--- config.mk ---
export PLATFORM = sky130hd
export DESIGN_NAME = top_demux_stream
export DESIGN_NICKNAME = d
export VERILOG_FILES = /design/src/rtl/top_demux_pkg.sv /design/src/rtl/top_demux_stream_lane_reg.sv /design/src/rtl/top_demux_stream.sv
export SDC_FILE = /design/constraint.sdc
export NUM_CORES = 1
export LEC_CHECK = 0
export ABC_CLOCK_PERIOD_IN_PS = 3200
export CAP_MARGIN = 20
export CORE_ASPECT_RATIO = 0.7
export CORE_UTILIZATION = 55
export DETAILED_ROUTE_END_ITERATION = 8
export DONT_BUFFER_PORTS = 1
export GPL_TIMING_DRIVEN = 0
export PLACE_DENSITY = 0.7
export SYNTH_ARGS = -nofsm -noshare
export SYNTH_HDL_FRONTEND = slang
export SYNTH_HIERARCHICAL = 1
export SYNTH_SLANG_ARGS = --single-unit
--- constraint.sdc ---
create_clock -name clk -period 3.2 [get_ports clk]
set_input_delay 0.8 -clock clk [delete_from_list [all_inputs] [get_ports clk]]
set_output_delay 0.8 -clock clk [all_outputs]
set_load 0.1 [all_outputs]
--- src/rtl/top_demux_pkg.sv ---
// Shared definitions for the handshaked lane demultiplexer: steering mode
// codes and the helper that locates a lane's slice in the packed data bus.
package top_demux_pkg;

    typedef enum logic [1:0] {
        MODE_SEL   = 2'd0,
        MODE_RR    = 2'd1,
        MODE_BCAST = 2'd2,
        MODE_RSVD  = 2'd3
    } mode_e;

    // Lowest bit of lane 'lane' within a DW*N packed bus.
    function automatic int lane_lo(input int lane, input int dw);
        return lane * dw;
    endfunction

endpackage

--- src/rtl/top_demux_stream_lane_reg.sv ---
// One-entry valid/ready holding register for a single output lane.
// The lane reports itself free when empty or when its word drains this cycle,
// so a full lane can be refilled in the same cycle it is consumed.
module demux_lane_reg #(
    parameter int DW = 8
) (
    input  logic          clk,
    input  logic          rst_n,
    input  logic          wr_en,
    input  logic [DW-1:0] wr_data,
    input  logic          ready,
    output logic          free,
    output logic          valid,
    output logic [DW-1:0] data
);

    assign free = !valid || ready;

    // Valid flag: set on write, cleared when drained without a refill.
    always_ff @(posedge clk or negedge rst_n) begin
        // NOTE: state uses non-blocking assignments so every flop samples pre-edge values.
        if (!rst_n) begin
            valid <= 1'b0;
        end else if (wr_en) begin
            valid <= 1'b1;
        end else if (ready) begin
            valid <= 1'b0;
        end
    end

    // Data register: loads on write, otherwise keeps the last word.
    always_ff @(posedge clk or negedge rst_n) begin
        // NOTE: the data register is reset too, since the bus must read zero out of reset.
        if (!rst_n) begin
            data <= '0;
        end else if (wr_en) begin
            data <= wr_data;
        end
    end

endmodule

--- src/rtl/top_demux_stream.sv ---
// Registered 1-to-N stream demultiplexer feeding the PE-array edge lanes.
// Steers each accepted input word by explicit select, round-robin or
// broadcast into per-lane one-entry holding registers with valid/ready.
module top_demux_stream
    import top_demux_pkg::*;
#(
    parameter int DW  = 8,
    parameter int N   = 8,
    parameter int SEL = $clog2(N)
) (
    input  logic            clk,
    input  logic            rst_n,
    input  logic [1:0]      mode,
    input  logic            in_valid,
    output logic            in_ready,
    input  logic [DW-1:0]   in_data,
    input  logic [SEL-1:0]  in_sel,
    input  logic            in_last,
    output logic [N-1:0]    out_valid,
    input  logic [N-1:0]    out_ready,
    output logic [DW*N-1:0] out_data,
    output logic [SEL-1:0]  rr_ptr,
    output logic            sel_err
);

    localparam logic [SEL-1:0] RR_LAST = SEL'(N - 1);

    mode_e        mode_q;
    logic [N-1:0] free;
    logic [N-1:0] tgt;
    logic [N-1:0] wr_en;
    logic         sel_in_range;
    logic         accept;

    assign mode_q       = mode_e'(mode);
    assign sel_in_range = int'(in_sel) < N;

    // Target lane mask for the current mode (empty for reserved or out-of-range select).
    always_comb begin
        // NOTE: default first so no path leaves the mask unassigned and infers a latch.
        tgt = '0;
        for (int i = 0; i < N; i++) begin
            case (mode_q)
                MODE_SEL:   tgt[i] = (int'(in_sel) == i);
                MODE_RR:    tgt[i] = (int'(rr_ptr) == i);
                MODE_BCAST: tgt[i] = 1'b1;
                default:    tgt[i] = 1'b0;
            endcase
        end
    end

    // Input handshake: ready when every targeted lane is free; bad selects are swallowed.
    always_comb begin
        in_ready = 1'b0;
        case (mode_q)
            MODE_SEL:   in_ready = sel_in_range ? |(tgt & free) : 1'b1;
            MODE_RR:    in_ready = |(tgt & free);
            MODE_BCAST: in_ready = &free;
            default:    in_ready = 1'b0;
        endcase
    end

    assign accept = in_valid && in_ready;
    assign wr_en  = {N{accept}} & tgt;

    // Round-robin pointer: tile end rewinds to lane 0, RR transfers advance it.
    always_ff @(posedge clk or negedge rst_n) begin
        if (!rst_n) begin
            rr_ptr <= '0;
        end else if (accept && in_last) begin
            rr_ptr <= '0;
        end else if (accept && mode_q == MODE_RR) begin
            rr_ptr <= (rr_ptr == RR_LAST) ? '0 : rr_ptr + SEL'(1);
        end
    end

    // Flags a word that was accepted and dropped because its select is out of range.
    always_ff @(posedge clk or negedge rst_n) begin
        if (!rst_n) begin
            sel_err <= 1'b0;
        end else begin
            sel_err <= accept && mode_q == MODE_SEL && !sel_in_range;
        end
    end

    for (genvar i = 0; i < N; i++) begin : g_lane
        demux_lane_reg #(.DW(DW)) u_lane (
            .clk     (clk),
            .rst_n   (rst_n),
            .wr_en   (wr_en[i]),
            .wr_data (in_data),
            .ready   (out_ready[i]),
            .free    (free[i]),
            .valid   (out_valid[i]),
            .data    (out_data[lane_lo(i, DW) +: DW])
        );
    end

endmodule

==> qor.txt, run 1 <==
status = finished with violations
violated checks = design-rule violations
Setup Viol. Count Final = 0
CP Capture Type = primary output
Critical Path Start Type = flop
Final nets = 289
Layout Utilization = 62.4%
Setup Slack @ Placement = -0.169 ns
largest net degree at the start of global routing = 76
R2R Path End = g_lane[2].u_lane/data[5]
initial DRC count = 173
Syn Area/Cell = 14.6 um2
TritonCTS clock tree = done
Die Area = 6820 um2
Placed Cells incl. Taps = 323
Max-slew headroom = 37.1%
Pre-Repair DR Iteration Count = 7
number of max-cap violations = 0
Final Slew Violations = 0
Slowest-stage cell, CP = dfrtp_4
Crit path arrival time = 2.38 ns
clk_lat worst skew = 0.33 ns
# hold bufs at CTS = 0
first-pass GRT wire length = 11800 um
Port Buffers = 0
Die Width = 98.3 um
ANT nets after route = 0
final cell count without fillers = 343
WP data required = 2.40 ns
Syn-to-layout area delta = 9.15%
vias after detailed routing = 2046
fin crit share = 99.5%
TNS Setup = 0 ns
vias in the first global route = 2064
post-route setup slack = 0.0167 ns
CTS Buf Count = 9
Post-route DRC = 7
Yosys cell types = 43
CP Max Fanout = 7
Root Buffer = clkbuf_8
fillers = 485
slew at the pin with the worst max-slew slack = 0.943 ns
R2R cell count = 9
R2R setup slack = 0.24 ns
Final Critical Period = 3.18 ns
dpl hpwl = 5110 um
fmax = 314 MHz
synthesized cell area = 3570 um2
GPL Wtd Cong = 0.883
RR Startpoint = rr_ptr[1]
Boundary Pins = 102
commonest non-fill, non-tap cell in the layout = dfrtp_1
routed len/inst = 22.1 um
Core Area = 6250 um2
Syn Inst Count = 245
clock sinks = 75
commonest non-fill, non-tap cells in the layout = 66 x dfrtp_1, 64 x mux2_4, 17 x nand2b_1, 14 x nor2_1
Synth async-reset ratio = 100%
RSZ-0062 raised after global routing = yes
EDFF count, synth = 0
Max H-tree Level = 3
Top delay family on crit path = compound AO/OA/AOI/OAI gates
worst hold-check path type = input port to asynchronous set/reset pin
Tot GR Track Use = 23.3%
Fin. Hold Viols = 0
crit path cell chain = and2b_1 -> a211oi_2 -> o22ai_1 -> a2111o_1 -> o21a_4
Worst Clk Skew = 0.00589 ns
antenna fix cells = 0
Worst-path clk slew = 0.07 ns
slowest cell delay on critical path = 0.65 ns
Setup CP Type = flop to primary output
Crit path buffers/inverters = 0
Seq/Total Area, Yosys = 52.6%
site row count = 24
DR vias/cell = 5.97
Synth Register Bits = 75
Ys Warns = 6
Die Y = 69.4 um
clk buf depth = 2
Main synth FF type = dfrtp_1
layout cells sized above 1 = 41.5%
initial antenna violation count = 0
syn_nets = 273
grt ovf = 0
Initial Util = 57.2%
WL final = 7570 um
==> through the flow <==
stage | hold slack [ns] | area, um2
6_report | 0.153 | 3900
5_1_grt | 0.133 | 3900
4_1_cts | 0.140 | 3870
3_5_place_dp | 0.506 | 3670
3_3_place_gp | 0.506 | 3670
2_1_floorplan | 0.504 | 3570
==> what timing repair did <==
item	in CTS	in global routing
pin swaps	2	2
cloned	0	0
resized for setup	14	0
endpoints found under the setup margin	65	1
buffers inserted	2	3
==> Yosys cell counts, types with 2 or more instances <==
cell type | number | area share (%)
nor3_1 | 3 | 0.42
o21ai_0 | 2 | 0.28
mux2_4 | 64 | 27
nor2b_1 | 3 | 0.53
nand2_1 | 2 | 0.21
nor2_1 | 14 | 1.5
nor4bb_1 | 2 | 0.56
nor4_1 | 2 | 0.35
inv_1 | 10 | 1.1
a22o_1 | 3 | 0.74
nand2b_1 | 17 | 3.0
o22ai_1 | 2 | 0.35
a21oi_1 | 3 | 0.42
a31oi_1 | 3 | 0.53
dfrtp_1 | 75 | 53
ha_1 | 3 | 1.1
buf_6 | 10 | 3.2
buf_4 | 2 | 0.42
==> logic make-up (layout without fill, tap and decap cells) <==
family,count (synthesis),count (layout),synth area share [%]
other cells,1,1,0.105
compound gates,26,26,5.89
flops,75,75,52.6
fa+ha+maj,3,3,1.05
simple gates,53,53,8.69
mux,64,64,26.9
buf+inv,23,43,4.77
==> cell type report <==
type	instances	area, um2	area share, %
flip-flops and latches	75	1900	48.7
multi-input cells	147	1540	39.5
plain buffers	13	133	3.40
clock buffers	10	128	3.28
well taps	78	97.6	2.50
inverters	10	37.5	0.963
repair buffers	5	36.3	0.931
clock inverters	5	31.3	0.803
==> metal layers <==
metal	share of wire [%]	vias to the layer above	global-route usage, %
met5	0	-	0
met4	0.83	0	5.47
met3	10	6	9.58
met2	44	103	34.5
met1	45	1045	32.1
li1	-	892	-
==> how the worst max path moves through the flow <==
| stage | start | endpoint | slack, ns | cells past startpoint |
|---|---|---|---|---|
| after floorplan | rr_ptr[1] | in_ready | 0.04 | 5 |
| after global placement | rr_ptr[1] | in_ready | -0.18 | 5 |
| after detailed placement | rr_ptr[1] | in_ready | -0.17 | 5 |
| after CTS | rr_ptr[1] | in_ready | -0.01 | 5 |
| after global routing | rr_ptr[1] | in_ready | -0.06 | 5 |
| final | rr_ptr[1] | in_ready | 0.02 | 5 |
==> state kept, by name, indices dropped and copies added, names as in the netlist <==
register             count
g_lane.u_lane/data      64
g_lane.u_lane/valid      8
rr_ptr                   3
Power of run 1 is left out: the tool's default activity adds up to more than one toggle a clock period on the data nets, which glitch-free logic cannot reach.
==> run 2, diff against run 1 <==
- ABC_CLOCK_PERIOD_IN_PS: 3200 -> 3860
- RECOVER_POWER: not set -> 25
- clock period: 3.2 -> 3.86 ns (I/O delays scaled with it)
==> run 2 against run 1 <==
  * The run still ends with design-rule violations left
  * Final area about the same
  * Global-route usage down 0.84 points
  * Wire length down 5.0%
  * Setup slack better by 0.14 ns
  * Via count down 3.0%
  * Non-clock buffer count down 5
  * Final cell count down 1.2%
  * Critical endpoint unchanged
==> qor.txt, run 2 (same netlist as run 1, synthesis figures left out) <==
status = finished with violations
violated checks = design-rule violations
Max-slew headroom = 36.8%
Pre-Repair DR Iteration Count = 9
Tot GR Track Use = 22.4%
Final Critical Period = 3.71 ns
vias after detailed routing = 1985
Top reg by flops = g_lane.u_lane/data
Crit path arrival time = 2.74 ns
grt ovf = 0
Setup CP Type = flop to primary output
RSZ-0062 raised after global routing = no
WL final = 7200 um
Slowest-stage cell, CP = o41ai_1
final cell count without fillers = 339
R2R Path End = g_lane[0].u_lane/data[5]
initial DRC count = 119
fin crit share = 96.0%
clk buf depth = 2
dpl hpwl = 4870 um
Setup Viol. Count Final = 0
layout cells sized above 1 = 38.7%
slowest cell delay on critical path = 0.75 ns
RR Startpoint = g_lane[4].u_lane/valid
vias in the first global route = 2038
site row count = 24
Max H-tree Level = 3
Layout Utilization = 62.4%
GPL Wtd Cong = 0.831
CP Capture Type = primary output
Fin. Hold Viols = 0
CP Max Fanout = 3
Final Slew Violations = 0
commonest non-fill, non-tap cell in the layout = dfrtp_1
Die Y = 69.4 um
ANT nets after route = 0
Initial Util = 57.2%
Port Buffers = 0
worst hold-check path type = input port to asynchronous set/reset pin
Core Area = 6250 um2
Critical Path Start Type = flop
commonest non-fill, non-tap cells in the layout = 72 x dfrtp_1, 64 x mux2_4, 17 x nand2b_1, 14 x nor2_1
TritonCTS clock tree = done
DR vias/cell = 5.86
routed len/inst = 21.2 um
CTS Buf Count = 9
WP data required = 2.89 ns
antenna fix cells = 0
number of max-cap violations = 0
TNS Setup = 0 ns
largest net degree at the start of global routing = 76
Boundary Pins = 102
slew at the pin with the worst max-slew slack = 0.948 ns
Post-CTS Setup Bufs = 0
Placed Cells incl. Taps = 323
first-pass GRT wire length = 11300 um
R2R setup slack = 0.55 ns
Die Area = 6820 um2
fmax = 270 MHz
Worst Clk Skew = 0.00818 ns
Final nets = 284
top flop regs = g_lane.u_lane/data (64), g_lane.u_lane/valid (8), rr_ptr (3)
R2R cell count = 7
crit path cell chain = nand2b_1 -> nand4_1 -> o41ai_1 -> o21a_4
Worst-path clk slew = 0.07 ns
Root Buffer = clkbuf_8
Post-route DRC = 5
clock sinks = 75
initial antenna violation count = 0
max reg flops = 64
Die Width = 98.3 um
clk_lat worst skew = 0.34 ns
Syn-to-layout area delta = 9.11%
## run 2: area by class of cell
class / instances / area [um2]
clock buffers: 10 / 128
plain buffers: 13 / 133
multi-input cells: 147 / 1530
inverters: 10 / 37.5
fillers: 480 / 2350
flip-flops and latches: 75 / 1880
well taps: 78 / 97.6
clock inverters: 6 / 88.8
## run 2: per-stage QoR
step	area [um2]	setup WS, ns	hold slack [ns]
after floorplan	3570	0.230	0.669
after global placement	3670	0.0254	0.671
after detailed placement	3670	0.00828	0.671
after CTS	3890	0.102	0.304
after global routing	3890	0.116	0.299
final	3890	0.153	0.321
## run 2: worst max-delay path: cells and delay by family, from the launching register on
| kind | cells | cell delay, ns |
|---|---|---|
| AO/OA/AOI/OAI | 2 | 1.18 |
| flip-flops | 1 | 0.74 |
| AND/OR/NAND/NOR | 2 | 0.47 |
## run 2: how the worst max path moves through the flow
stage                                start  cells after the start  endpoint  slack (ns)
floorplan                          mode[0]                      6  in_ready        0.23
global placement                   mode[0]                      5  in_ready        0.03
detailed placement                 mode[0]                      5  in_ready       0.008
CTS                 g_lane[4].u_lane/valid                      4  in_ready        0.10
global route        g_lane[4].u_lane/valid                      4  in_ready        0.12
finish              g_lane[4].u_lane/valid                      4  in_ready        0.15
## run 2: repair_timing
| item | CTS | global route |
|---|---|---|
| hold buffers | 0 | 0 |
| endpoints found under the setup margin | 1 | 1 |
| gates resized for setup | 4 | 1 |
| cloned | 0 | 0 |
| pin swaps | 0 | 0 |
## run 2: per-layer routing
layer	track usage, %	wire length, um
met1	31.3	3320
met2	31.2	3030
met3	11.2	806
met4	5.47	42
met5	0	0
Power of run 2 is left out for the same reason.
==> run 3, diff against run 2 <==
- REMOVE_ABC_BUFFERS: not set -> 1
==> run 3 against run 2 <==
  * The flow still finishes with violations (design-rule violations)
  * Critical path depth stayed put
  * First-iteration DRC count is 41% higher
  * Via count is 1.0% higher
  * Wire length is 2.8% higher
  * Final cell count is 1.8% lower
  * Worst hold slack worse by 0.013 ns
  * Non-clock buffer count is 5 lower
  * Count of clock-buffer cells in the layout stayed put
  * Maximum frequency is 1.5% higher
  * Clock skew is 0.0040 ns lower
  * Die area stayed put
  * Final area is 1.1% lower
  * Critical endpoint unchanged
==> qor.txt, run 3 (same netlist as run 1, synthesis figures left out) <==
antenna fix cells = 0
Placed Cells incl. Taps = 318
Tot GR Track Use = 23.5%
grt ovf = 0
clock sinks = 75
Syn-to-layout area delta = 7.96%
largest net degree at the start of global routing = 76
DR vias/cell = 6.02
Final nets = 279
crit path to = in_ready
Die Y = 69.4 um
Post-CTS Setup Bufs = 0
Top reg by flops = g_lane.u_lane/data
CTS Buf Count = 9
routed len/inst = 22.2 um
final cell count without fillers = 333
worst hold-check path type = input port to asynchronous set/reset pin
clk_lat worst skew = 0.34 ns
initial DRC count = 168
Max H-tree Level = 3
R2R cell count = 7
Design Area, Final = 3850 um2
fmax = 274 MHz
Core Area = 6250 um2
RR Startpoint = g_lane[6].u_lane/valid
vias after detailed routing = 2005
Post-route DRC = 6
vias in the first global route = 2092
GPL Wtd Cong = 0.914
Worst-path clk slew = 0.07 ns
number of max-cap violations = 0
Port Buffers = 0
RSZ-0062 raised after global routing = no
Root Buffer = clkbuf_8
Final Slew Violations = 0
Die Width = 98.3 um
Boundary Pins = 102
max reg flops = 64
top flop regs = g_lane.u_lane/data (64), g_lane.u_lane/valid (8), rr_ptr (3)
TritonCTS clock tree = done
Pre-Repair DR Iteration Count = 8
slowest cell delay on critical path = 0.74 ns
Post-DP Area = 3630 um2
R2R setup slack = 0.49 ns
site row count = 24
WP data required = 2.89 ns
initial antenna violation count = 0
Slowest-stage cell, CP = dfrtp_1
fin crit share = 94.7%
TNS Setup = 0 ns
CP Max Fanout = 3
Initial Util = 57.2%
# hold bufs at CTS = 0
CP Capture Type = primary output
Final Critical Period = 3.65 ns
ANT nets after route = 0
crit path cell chain = nand2b_1 -> nand4_1 -> o41ai_2 -> o21a_2
Die Area = 6820 um2
Crit. Startpoint = g_lane[6].u_lane/valid
first-pass GRT wire length = 11800 um
Crit path arrival time = 2.69 ns
R2R Path End = g_lane[4].u_lane/data[4]
commonest non-fill, non-tap cells in the layout = 72 x dfrtp_1, 64 x mux2_4, 17 x nand2b_1, 14 x nor2_1
fillers = 490
Max-slew headroom = 36.9%
Setup Viol. Count Final = 0
layout cells sized above 1 = 38.4%
status = finished with violations
Worst Clk Skew = 0.00421 ns
commonest non-fill, non-tap cell in the layout = dfrtp_1
slew at the pin with the worst max-slew slack = 0.946 ns
violated checks = design-rule violations
Setup CP Type = flop to primary output
clk buf depth = 2
dpl hpwl = 5140 um
WL final = 7400 um
Fin. Hold Viols = 0
Critical Path Start Type = flop
-- run 3: area by class of cell --
cell class / instances / area, um2 / share of cell area [%]
inverters: 10 / 37.5 / 0.974
multi-input cells: 147 / 1540 / 39.9
clock inverters: 5 / 77.6 / 2.01
clock buffers: 10 / 138 / 3.57
repair buffers: 8 / 86.3 / 2.24
flip-flops and latches: 75 / 1880 / 48.8
well taps: 78 / 97.6 / 2.53
-- run 3: worst min path at each step --
stage	slack, ns	endpoint	start	depth (start not counted)
floorplan	0.67	g_lane[0].u_lane/data[0]	rst_n	0
global placement	0.67	g_lane[3].u_lane/valid	rst_n	0
detailed placement	0.67	g_lane[5].u_lane/valid	rst_n	0
CTS	0.28	g_lane[5].u_lane/valid	rst_n	0
global route	0.28	g_lane[5].u_lane/valid	rst_n	0
finish	0.31	g_lane[4].u_lane/valid	rst_n	0
-- run 3: through the flow --
stage	setup WS, ns	utilization [%]	hold slack, ns
final	0.206	61.7	0.308
after global routing	0.119	61.7	0.279
after CTS	0.0194	61.6	0.282
after detailed placement	0.0885	58.1	0.671
after global placement	-0.604	56.6	0.671
after floorplan	0.307	-	0.669
-- run 3: layer usage --
metal,GRT usage [%],wire length (um)
met1,30.4,3180
met3,11.2,807
met5,0,0
met4,8.46,55
met2,34.5,3360
-- run 3: timing repair --
action	4_1_cts	5_1_grt
endpoints found under the hold margin	0	0
setup endpoints to repair	1	1
resized for setup	4	1
gates cloned	0	0
pin swaps	0	0
-- run 3: critical path, delay by kind of cell, from the launching register on --
kind            cells  cell delay [ns]
simple gates        2             0.48
flops               1             0.74
compound gates      2             1.11
Power of run 3 is left out for the same reason.
